**config.mk**
```make
export PLATFORM = sky130hd
export DESIGN_NAME = combo_lock_seq
export DESIGN_NICKNAME = d
export VERILOG_FILES = /design/src/rtl/combo_lock_seq.sv
export SDC_FILE = /design/constraint.sdc
export NUM_CORES = 1
export LEC_CHECK = 0
export CAP_MARGIN = 20
export CORE_ASPECT_RATIO = 1.4
export CORE_UTILIZATION = 25
export CTS_BUF_LIST = sky130_fd_sc_hd__clkbuf_16
export CTS_CLUSTER_DIAMETER = 50
export DETAILED_ROUTE_END_ITERATION = 12
export SYNTH_ARGS = -nofsm -noshare
export SYNTH_HDL_FRONTEND = slang
export SYNTH_SLANG_ARGS = --single-unit
```
**constraint.sdc**
```tcl
create_clock -name clk -period 3.3 [get_ports clk]
set_input_delay 0.33 -clock clk [delete_from_list [all_inputs] [get_ports clk]]
set_output_delay 0.33 -clock clk [all_outputs]
set_load 0.02 [all_outputs]
```
**src/rtl/combo_lock_seq.sv**
```systemverilog
// ============================================================================
// combo_lock_seq : multi-digit combination lock with fail counting, timed
//                  lockout and re-programmable password. Optional feature
//                  macro: AUTO_RELOCK_EN (idle auto-relock from OPENED).
// Revision: 1.0
// ============================================================================
`default_nettype none

module combo_lock_seq #(
    parameter int DIGIT_W        = 4,
    parameter int DIGITS         = 4,
    parameter int MAX_FAILS      = 3,
    parameter int LOCKOUT_CYCLES = 1024,
    parameter int RELOCK_CYCLES  = 4096,
    parameter int CNT_W          = 16,
    parameter int BLINK_BIT      = 8
) (
    input  logic                             clk,
    input  logic                             rst_n,
    input  logic [DIGIT_W-1:0]               digit_in,
    input  logic                             digit_valid,
    input  logic                             enter,
    input  logic                             cancel,
    input  logic                             set_req,
    output logic                             opened,
    output logic                             alarm,
    output logic                             locked_out,
    output logic [2:0]                       state_o,
    output logic [$clog2(MAX_FAILS+1)-1:0]   fails_o
);

    localparam int BUF_W   = DIGITS * DIGIT_W;
    localparam int IDX_W   = $clog2(DIGITS + 1);
    localparam int FAIL_W  = $clog2(MAX_FAILS + 1);
    localparam int TMR_MAX = (LOCKOUT_CYCLES > RELOCK_CYCLES) ? LOCKOUT_CYCLES : RELOCK_CYCLES;
    localparam int TMR_W   = (TMR_MAX > 1) ? $clog2(TMR_MAX) : 1;

    localparam logic [TMR_W-1:0]  LOCK_LOAD = TMR_W'(LOCKOUT_CYCLES - 1);
`ifdef AUTO_RELOCK_EN
    localparam logic [TMR_W-1:0]  RELOCK_LOAD = TMR_W'(RELOCK_CYCLES - 1);
`endif
    localparam logic [IDX_W-1:0]  IDX_FULL  = IDX_W'(DIGITS);
    localparam logic [FAIL_W-1:0] FAIL_MAX  = FAIL_W'(MAX_FAILS);

    typedef enum logic [2:0] {
        IDLE      = 3'd0,
        ENTRY     = 3'd1,
        OPENED    = 3'd2,
        SET_ENTRY = 3'd3,
        ALARM     = 3'd4,
        LOCKOUT   = 3'd5
    } state_t;

    state_t              state;
    logic [BUF_W-1:0]    entry_buf;
    logic [BUF_W-1:0]    password;
    logic [IDX_W-1:0]    idx;
    logic                ovf;
    logic [FAIL_W-1:0]   fails;
    logic [TMR_W-1:0]    timer;
    logic [CNT_W-1:0]    blink_cnt;

    logic                buf_full;
    logic                submit_ok;
    logic [FAIL_W-1:0]   fails_inc;
    logic [BUF_W-1:0]    capture_buf;

    always_comb begin
        buf_full    = (idx == IDX_FULL);
        submit_ok   = buf_full && !ovf;
        fails_inc   = (fails == FAIL_MAX) ? fails : fails + 1'b1;
        capture_buf = entry_buf;
        if (!buf_full) begin
            capture_buf[int'(idx)*DIGIT_W +: DIGIT_W] = digit_in;
        end
    end

    always_ff @(posedge clk) begin
        if (!rst_n) begin
            state     <= IDLE;
            password  <= '0;
            entry_buf <= '0;
            idx       <= '0;
            ovf       <= 1'b0;
            fails     <= '0;
            timer     <= '0;
            blink_cnt <= '0;
        end else begin
            blink_cnt <= blink_cnt + 1'b1;
            case (state)
                IDLE: begin
                    if (!cancel && !enter && digit_valid) begin
                        entry_buf <= BUF_W'(digit_in);
                        idx       <= IDX_W'(1);
                        ovf       <= 1'b0;
                        state     <= ENTRY;
                    end
                end

                ENTRY: begin
                    if (cancel) begin
                        state     <= IDLE;
                        entry_buf <= '0;
                        idx       <= '0;
                        ovf       <= 1'b0;
                    end else if (enter) begin
                        entry_buf <= '0;
                        idx       <= '0;
                        ovf       <= 1'b0;
                        if (submit_ok && (entry_buf == password)) begin
                            state <= OPENED;
                            fails <= '0;
`ifdef AUTO_RELOCK_EN
                            timer <= RELOCK_LOAD;
`endif
                        end else begin
                            fails <= fails_inc;
                            if (fails_inc == FAIL_MAX) begin
                                state <= LOCKOUT;
                                timer <= LOCK_LOAD;
                            end else begin
                                state <= ALARM;
                            end
                        end
                    end else if (digit_valid) begin
                        if (buf_full) begin
                            ovf <= 1'b1;
                        end else begin
                            entry_buf <= capture_buf;
                            idx       <= idx + 1'b1;
                        end
                    end
                end

                ALARM: begin
                    if (cancel) begin
                        state <= IDLE;
                    end
                end

                LOCKOUT: begin
                    if (timer == '0) begin
                        state <= IDLE;
                        fails <= '0;
                    end else begin
                        timer <= timer - 1'b1;
                    end
                end

                OPENED: begin
                    if (cancel || enter) begin
                        state <= IDLE;
                    end else if (digit_valid) begin
`ifdef AUTO_RELOCK_EN
                        timer <= RELOCK_LOAD;
`endif
                    end else if (set_req) begin
                        state     <= SET_ENTRY;
                        entry_buf <= '0;
                        idx       <= '0;
                        ovf       <= 1'b0;
`ifdef AUTO_RELOCK_EN
                        timer     <= RELOCK_LOAD;
                    end else if (timer == '0) begin
                        state <= IDLE;
                    end else begin
                        timer <= timer - 1'b1;
`endif
                    end
                end

                SET_ENTRY: begin
                    if (cancel || enter) begin
                        entry_buf <= '0;
                        idx       <= '0;
                        ovf       <= 1'b0;
                        // A short or overflowed new password falls back to OPENED
                        if (!cancel && submit_ok) begin
                            password <= entry_buf;
                            state    <= IDLE;
                        end else begin
                            state <= OPENED;
`ifdef AUTO_RELOCK_EN
                            timer <= RELOCK_LOAD;
`endif
                        end
                    end else if (digit_valid) begin
                        if (buf_full) begin
                            ovf <= 1'b1;
                        end else begin
                            entry_buf <= capture_buf;
                            idx       <= idx + 1'b1;
                        end
                    end
                end

                default: begin
                    state <= IDLE;
                end
            endcase
        end
    end

    assign opened     = (state == OPENED);
    assign locked_out = (state == LOCKOUT);
    assign alarm      = (state == ALARM) ? blink_cnt[BLINK_BIT] : (state == LOCKOUT);
    assign state_o    = state;
    assign fails_o    = fails;

endmodule

`default_nettype wire

```
After elaboration in Yosys (flattened, before gate mapping)
Index checks and enable logic that the tools add are counted.
{"block": "op_classes", "n_reduce_logical": 18, "shifts": 2, "n_mux": 56, "addsub": 5, "n_eq_ne": 24}
{"op": "two-way mux 16 bit", "count": 9}
{"op": "case mux 16 bit (4 select lines)", "count": 1}
{"op": "two-way mux 12 bit", "count": 5}
{"op": "two-way mux 3 bit", "count": 18}
{"op": "negation 5 -> 33 bit", "count": 1}
{"op": "variable shift 4 x 33 -> 16 bit (first input constant)", "count": 1}
{"op": "indexed part select 4 x 33 -> 16 bit", "count": 1}
{"op": "case mux 12 bit (2 select lines)", "count": 1}
{"op": "inequality test 2 bit (second input constant)", "count": 11}
{"op": "case mux 3 bit (6 select lines)", "count": 1}
{"op": "adder 16 x 1 -> 16 bit (second input constant)", "count": 1}
{"op": "bitwise mux 16 bit", "count": 1}
{"op": "== test 16 bit", "count": 1}
{"op": "zero test 12 bit", "count": 1}
{"op": "two-way mux 2 bit", "count": 6}
{"op": "case mux 3 bit (4 select lines)", "count": 1}
{"op": "subtractor 12 x 1 -> 12 bit (second input constant)", "count": 1}
{"op": "two-way mux 1 bit", "count": 11}
{"op": "== test 3 bit (second input constant)", "count": 3}
{"op": "AND reduction 7 bit", "count": 1}
{"op": "== test 3 x 2 -> 1 bit (second input constant)", "count": 2}
{"op": "inequality test 3 x 2 -> 1 bit (second input constant)", "count": 2}
{"op": "AND reduction 6 bit", "count": 1}
{"op": "logical AND 1 bit", "count": 5}
{"op": "16 further kinds", "count": 19}
{"block": "word_totals", "output_inout_bits": 8, "ff_bits": 69, "inputBits": 10, "wordCells": 113}

Longest topological paths before layout
{"block": "logic_depth", "depth_word": 8, "mapped_depth": 10, "ltp_nobuf": 9}

Worst setup path after synthesis
OpenSTA, ideal clock, no wires.
{"block": "synth_path", "kind": "register to register", "startpoint": "register idx[0]", "endpoint": "register entry_buf[0]", "setup_slack_ns": 0.984, "setup_time_ns": 0.065, "arrival_time_ns": 2.251, "path_buffers": 1, "period_less_slack_ns": 2.316, "t_required_ns": 3.235, "path_stages_with_launch": 10, "cell_sequence": "dfxtp_1 > clkbuf_1 > inv_1 > ha_1 > or4b_2 > nor4_1 > a21oi_1 > nor2_1 > a22oi_1 > nor2_1"}
{"block": "synth_between", "elab_chain_cells": 8, "word_cells_on_any_way": 11, "cone_classes": "add/sub (1); eq/ne (1); shift (2); mux (7)"}
{"item": "start: declaration", "line": "57", "source": "logic [IDX_W-1:0] idx;"}
{"item": "start signal: assignment", "line": "130", "source": "idx <= idx + 1'b1;"}
{"item": "start signal: assignment", "line": "192", "source": "idx <= idx + 1'b1;"}
{"item": "negation 5 -> 33 bit", "line": "74", "source": "capture_buf[int'(idx)*DIGIT_W +: DIGIT_W] = digit_in;"}
{"item": "indexed part select 4 x 33 -> 16 bit or variable shift 4 x 33 -> 16 bit (tied branches)", "line": "74"}
{"item": "bitwise mux 16 bit", "line": "74"}
{"item": "two-way mux 16 bit *", "line": "126, 188"}
{"item": "two-way mux 16 bit *", "line": "125", "source": "end else if (digit_valid) begin"}
{"item": "two-way mux 16 bit", "line": "106", "source": "end else if (enter) begin"}
{"item": "two-way mux 16 bit", "line": "101", "source": "if (cancel) begin"}
{"item": "case mux 16 bit (4 select lines) *", "line": "90", "source": "case (state)"}
{"item": "end signal: assignment", "line": "93", "source": "entry_buf <= BUF_W'(digit_in);"}
{"item": "end signal: assignment", "line": "129", "source": "entry_buf <= capture_buf;"}
{"item": "end signal: assignment", "line": "191", "source": "entry_buf <= capture_buf;"}
{"item": "end: declaration", "line": "55", "source": "logic [BUF_W-1:0] entry_buf;"}
Every way passes the cells marked *; elsewhere a longest branch is shown, timed or not.
A chain may end at the register's enable or synchronous reset.

Worst setup path in the final report
{"block": "layout_path", "startpoint": "register idx[0]", "endpoint": "register timer[3]"}
{"block": "layout_between", "elab_chain_cells": 5}
{"item": "== test 3 bit", "line": "69", "source": "buf_full = (idx == IDX_FULL);"}
{"item": "logical AND 1 bit", "line": "70", "source": "submit_ok = buf_full && !ovf;"}
{"item": "logical AND 1 bit", "line": "110", "source": "if (submit_ok && (entry_buf == password)) begin"}
{"item": "inequality test 2 bit (no source line)"}
{"item": "AND reduction 6 bit (no source line)"}
{"item": "end signal: assignment", "line": "146", "source": "timer <= timer - 1'b1;"}
{"item": "end: declaration", "line": "60", "source": "logic [TMR_W-1:0] timer;"}
No other way between the ends.

==> results.sh <==
export IMPL_grt_start_max_net_pins=24
export IMPL_path_cells="inv_1 -> ha_1 -> ha_1 -> nor2b_1 -> buf_4 -> nand2_1 -> nor4b_1 -> nand2_1 -> and2_1 -> o311a_1"
export IMPL_drc=0
export IMPL_antenna_found_initial=0
export IMPL_clock_sinks=62
export IMPL_reg2regPathDepth=10
export IMPL_cap_viol_max_count=0
export IMPL_cp_end_kind="flip-flop"
export IMPL_yosysSeqAreaShare_pct=40.4
export IMPL_ys_types=55
export IMPL_drt_pass1_iter_count=4
export IMPL_cp_depth=10
export IMPL_routabilityCongestion=0.860
export IMPL_io_pins=18
export IMPL_overflow=0
export IMPL_synth_area_sq_um=3070
export IMPL_synth_xor_area_share_pct=6.28
export IMPL_r2r_slack_ns=0.75
export IMPL_fmax_mhz=392
export IMPL_grtUsageTotal_pct=13.3
export IMPL_post_dp_hpwl_um=5590
export IMPL_hp_start="blink_cnt[0]"
export IMPL_start_kind="flip-flop"
export IMPL_finalSetupViolCount=0
export IMPL_dieArea_sq_um=12700
export IMPL_syn_inst=387
export IMPL_clock_latency_ns=0.33
export IMPL_avgSynthCellArea_sq_um=7.93
export IMPL_tightest_slew_ns=0.643
export IMPL_dp_cells=545
export IMPL_portBuffers=17
export IMPL_num_rows=47
export IMPL_antenna_cells=0
export IMPL_hold_class="reg -> reg"
export IMPL_crit_type="reg -> reg"
export IMPL_nets=425
export IMPL_min_path_cells=1
export IMPL_cts_tree="yes"
export IMPL_ys_flop_type="dfxtp_1"
export IMPL_muxShareOfSynthArea_pct=1.30
export IMPL_synth_top_family_by_area="simple AND/OR/NAND/NOR gates"
export IMPL_area_growth_pct=19.9
export IMPL_slew_headroom_pct=57.1
export IMPL_crit_required_ns=3.51
export IMPL_synthArstFlopShare_pct=0
export IMPL_ctsRootBufferMaster="clkbuf_16"
export IMPL_synth_top_area_share_pct=40.4
export IMPL_crit_buf_inv=2
export IMPL_numCtsBuffers=9
export IMPL_cp_top_family="simple AND/OR/NAND/NOR gates"
export IMPL_wl_um=7720
export IMPL_start_util_pct=25.8
export IMPL_worstReg2RegStart="idx[0]"
export IMPL_ys_ff_latch=62
export IMPL_fp_dieW_um=95.6
export IMPL_finalCritPeriodShare_pct=77.4
export IMPL_crit_fanout=10
export IMPL_cpPeakStageDelay_ns=0.39
export IMPL_synth_simple_area_share_pct=27.3
export IMPL_grt_pass1_wl_um=13100
export IMPL_layout_min_cycle_time_ns=2.55
export IMPL_route_vias_total=2837
export IMPL_yosysWarningCount=0
export IMPL_cp_slowest_cell="dfxtp_1"
export IMPL_final_setup_skew_ns=0.00471
export IMPL_rsz0062_at_grt="false"
export IMPL_layout_cells_non_filler=560
export IMPL_viasPerCell=5.07
export IMPL_power_density_nw_per_um2=500
export IMPL_cts_resized=0
export IMPL_die_h_um=133
export IMPL_r2r_end="timer[3]"
export IMPL_htree_num_levels=3
export IMPL_synth_edf_count=0
export IMPL_crit_arrival_ns=2.76
export IMPL_synth_nets=403
export IMPL_clock_path_buffers=2
export IMPL_tns_ns=0
export IMPL_cts_clk_slew_worst_paths_ns=0.05
export IMPL_postRouteAntennaNets=0
export IMPL_synth_area_leaders="dfxtp_1 (40%), nand2_1 (7.0%), a21oi_1 (6.2%), nor2_1 (4.9%), nand3_1 (3.4%)"
export IMPL_wl_per_cell_um=13.8
export IMPL_cts_hold_buf=0
export IMPL_status="complete, no violations"
export IMPL_grt_pass1_vias=2820
export IMPL_drive_gt1_share_pct=5.57
export IMPL_drt_iter0_markers=100
export IMPL_core_area_sq_um=11900
export IMPL_hold_path_endpoint="blink_cnt[0]"
export IMPL_leakage_nw=1.38
export IMPL_synth_compound_area_share_pct=19.0
export IMPL_final_max_slew_viol_count=0
export IMPL_post_cts_buffers=0
export IMPL_max_vdd_ir_drop_mv=0.276
export IMPL_nFillCells=1288
export IMPL_synthAdderAreaFrac_pct=2.45
export IMPL_hold_viol_final=0
export IMPL_yosys_area_top_type="dfxtp_1"
==> cells by family after synthesis <==
kind of cell | Yosys count
multiplexers | 4
flip-flops | 62
AND/OR/NAND/NOR | 173
AO/OA/AOI/OAI | 95
XOR/XNOR | 22
adder cells (fa/ha/maj) | 6
buffers and inverters | 25
==> worst register-to-register path: stages, from the launching register on <==
cell and delay [ns]:
dfxtp_1 0.39, inv_1 0.09, ha_1 0.18, ha_1 0.21, nor2b_1 0.14, buf_4 0.14
nand2_1 0.05, nor4b_1 0.37, nand2_1 0.24, and2_1 0.29, o311a_1 0.35
==> power by group <==
group          internal [mW]  switching (mW)
Clock                  0.487           0.310
Combinational         0.0998           0.149
Sequential             0.769          0.0224
==> cell usage after synthesis, drive strengths merged, types with 7 or more instances <==
cell,count
nand2,57
nand3,21
a21oi,39
o21ai,21
nor2,41
clkbuf,10
xor2,12
dfxtp,62
inv,10
xnor2,10
nor4,7
==> through the flow <==
stage / hold WS [ns] / utilization, % / area (sq um) / total power [mW] / setup WS, ns
3_5_place_dp: 0.446 / 28.9 / 3430 / 1.05 / 0.708
2_1_floorplan: 0.418 / - / 3070 / 0.972 / 0.984
3_3_place_gp: 0.427 / 28.9 / 3430 / 1.05 / 0.766
5_1_grt: 0.488 / 31.0 / 3680 / 1.93 / 0.451
6_report: 0.450 / 31.0 / 3680 / 1.84 / 0.747
4_1_cts: 0.456 / 31.0 / 3680 / 1.85 / 0.724
==> cells in the final DEF (no fill, tap or decap), types with 6 or more instances in the layout <==
cell             count
o21ai_0             19
nand2b_1             6
nand3_1             21
clkbuf_16            9
nor2_1              40
dfxtp_1             62
ha_1                 6
nand2_1             57
clkdlybuf4s50_1     17
a21oi_1             38
nor4_1               7
buf_4                9
nor3_1               6
xor2_1              12
xnor2_1             10
inv_1               13
==> how the worst max path moves through the flow <==
stage / from / endpoint / slack [ns]
finish: idx[0] / timer[3] / 0.75
detailed placement: cancel / entry_buf[14] / 0.71
global route: idx[0] / entry_buf[0] / 0.45
floorplan: idx[0] / entry_buf[0] / 0.98
CTS: idx[0] / timer[3] / 0.72
global placement: cancel / entry_buf[14] / 0.77
==> metal layers <==
metal	track usage (%)	share of wire, %
met5	0	0
met4	9.62	4.2
met3	2.68	3.8
met2	22.3	50
met1	14.6	42
==> state kept, by name (all words and copies together), names as in the netlist <==
name	cells
entry_buf	16
password	16
timer	12
blink_cnt	9
idx	3
state_o	3
fails_o	2
ovf	1
==> layout make-up <==
type                    count  area [sq um]  area share (%)
multi-input cells         300          1730            47.0
flip-flops and latches     62          1240            33.7
repair buffers             26           238            6.46
clock buffers               9           225            6.12
well taps                 147           184            5.00
inverters                  10          37.5            1.02
clock inverters             6          23.8           0.646
Note: power is estimated with default switching activity, not from simulation.
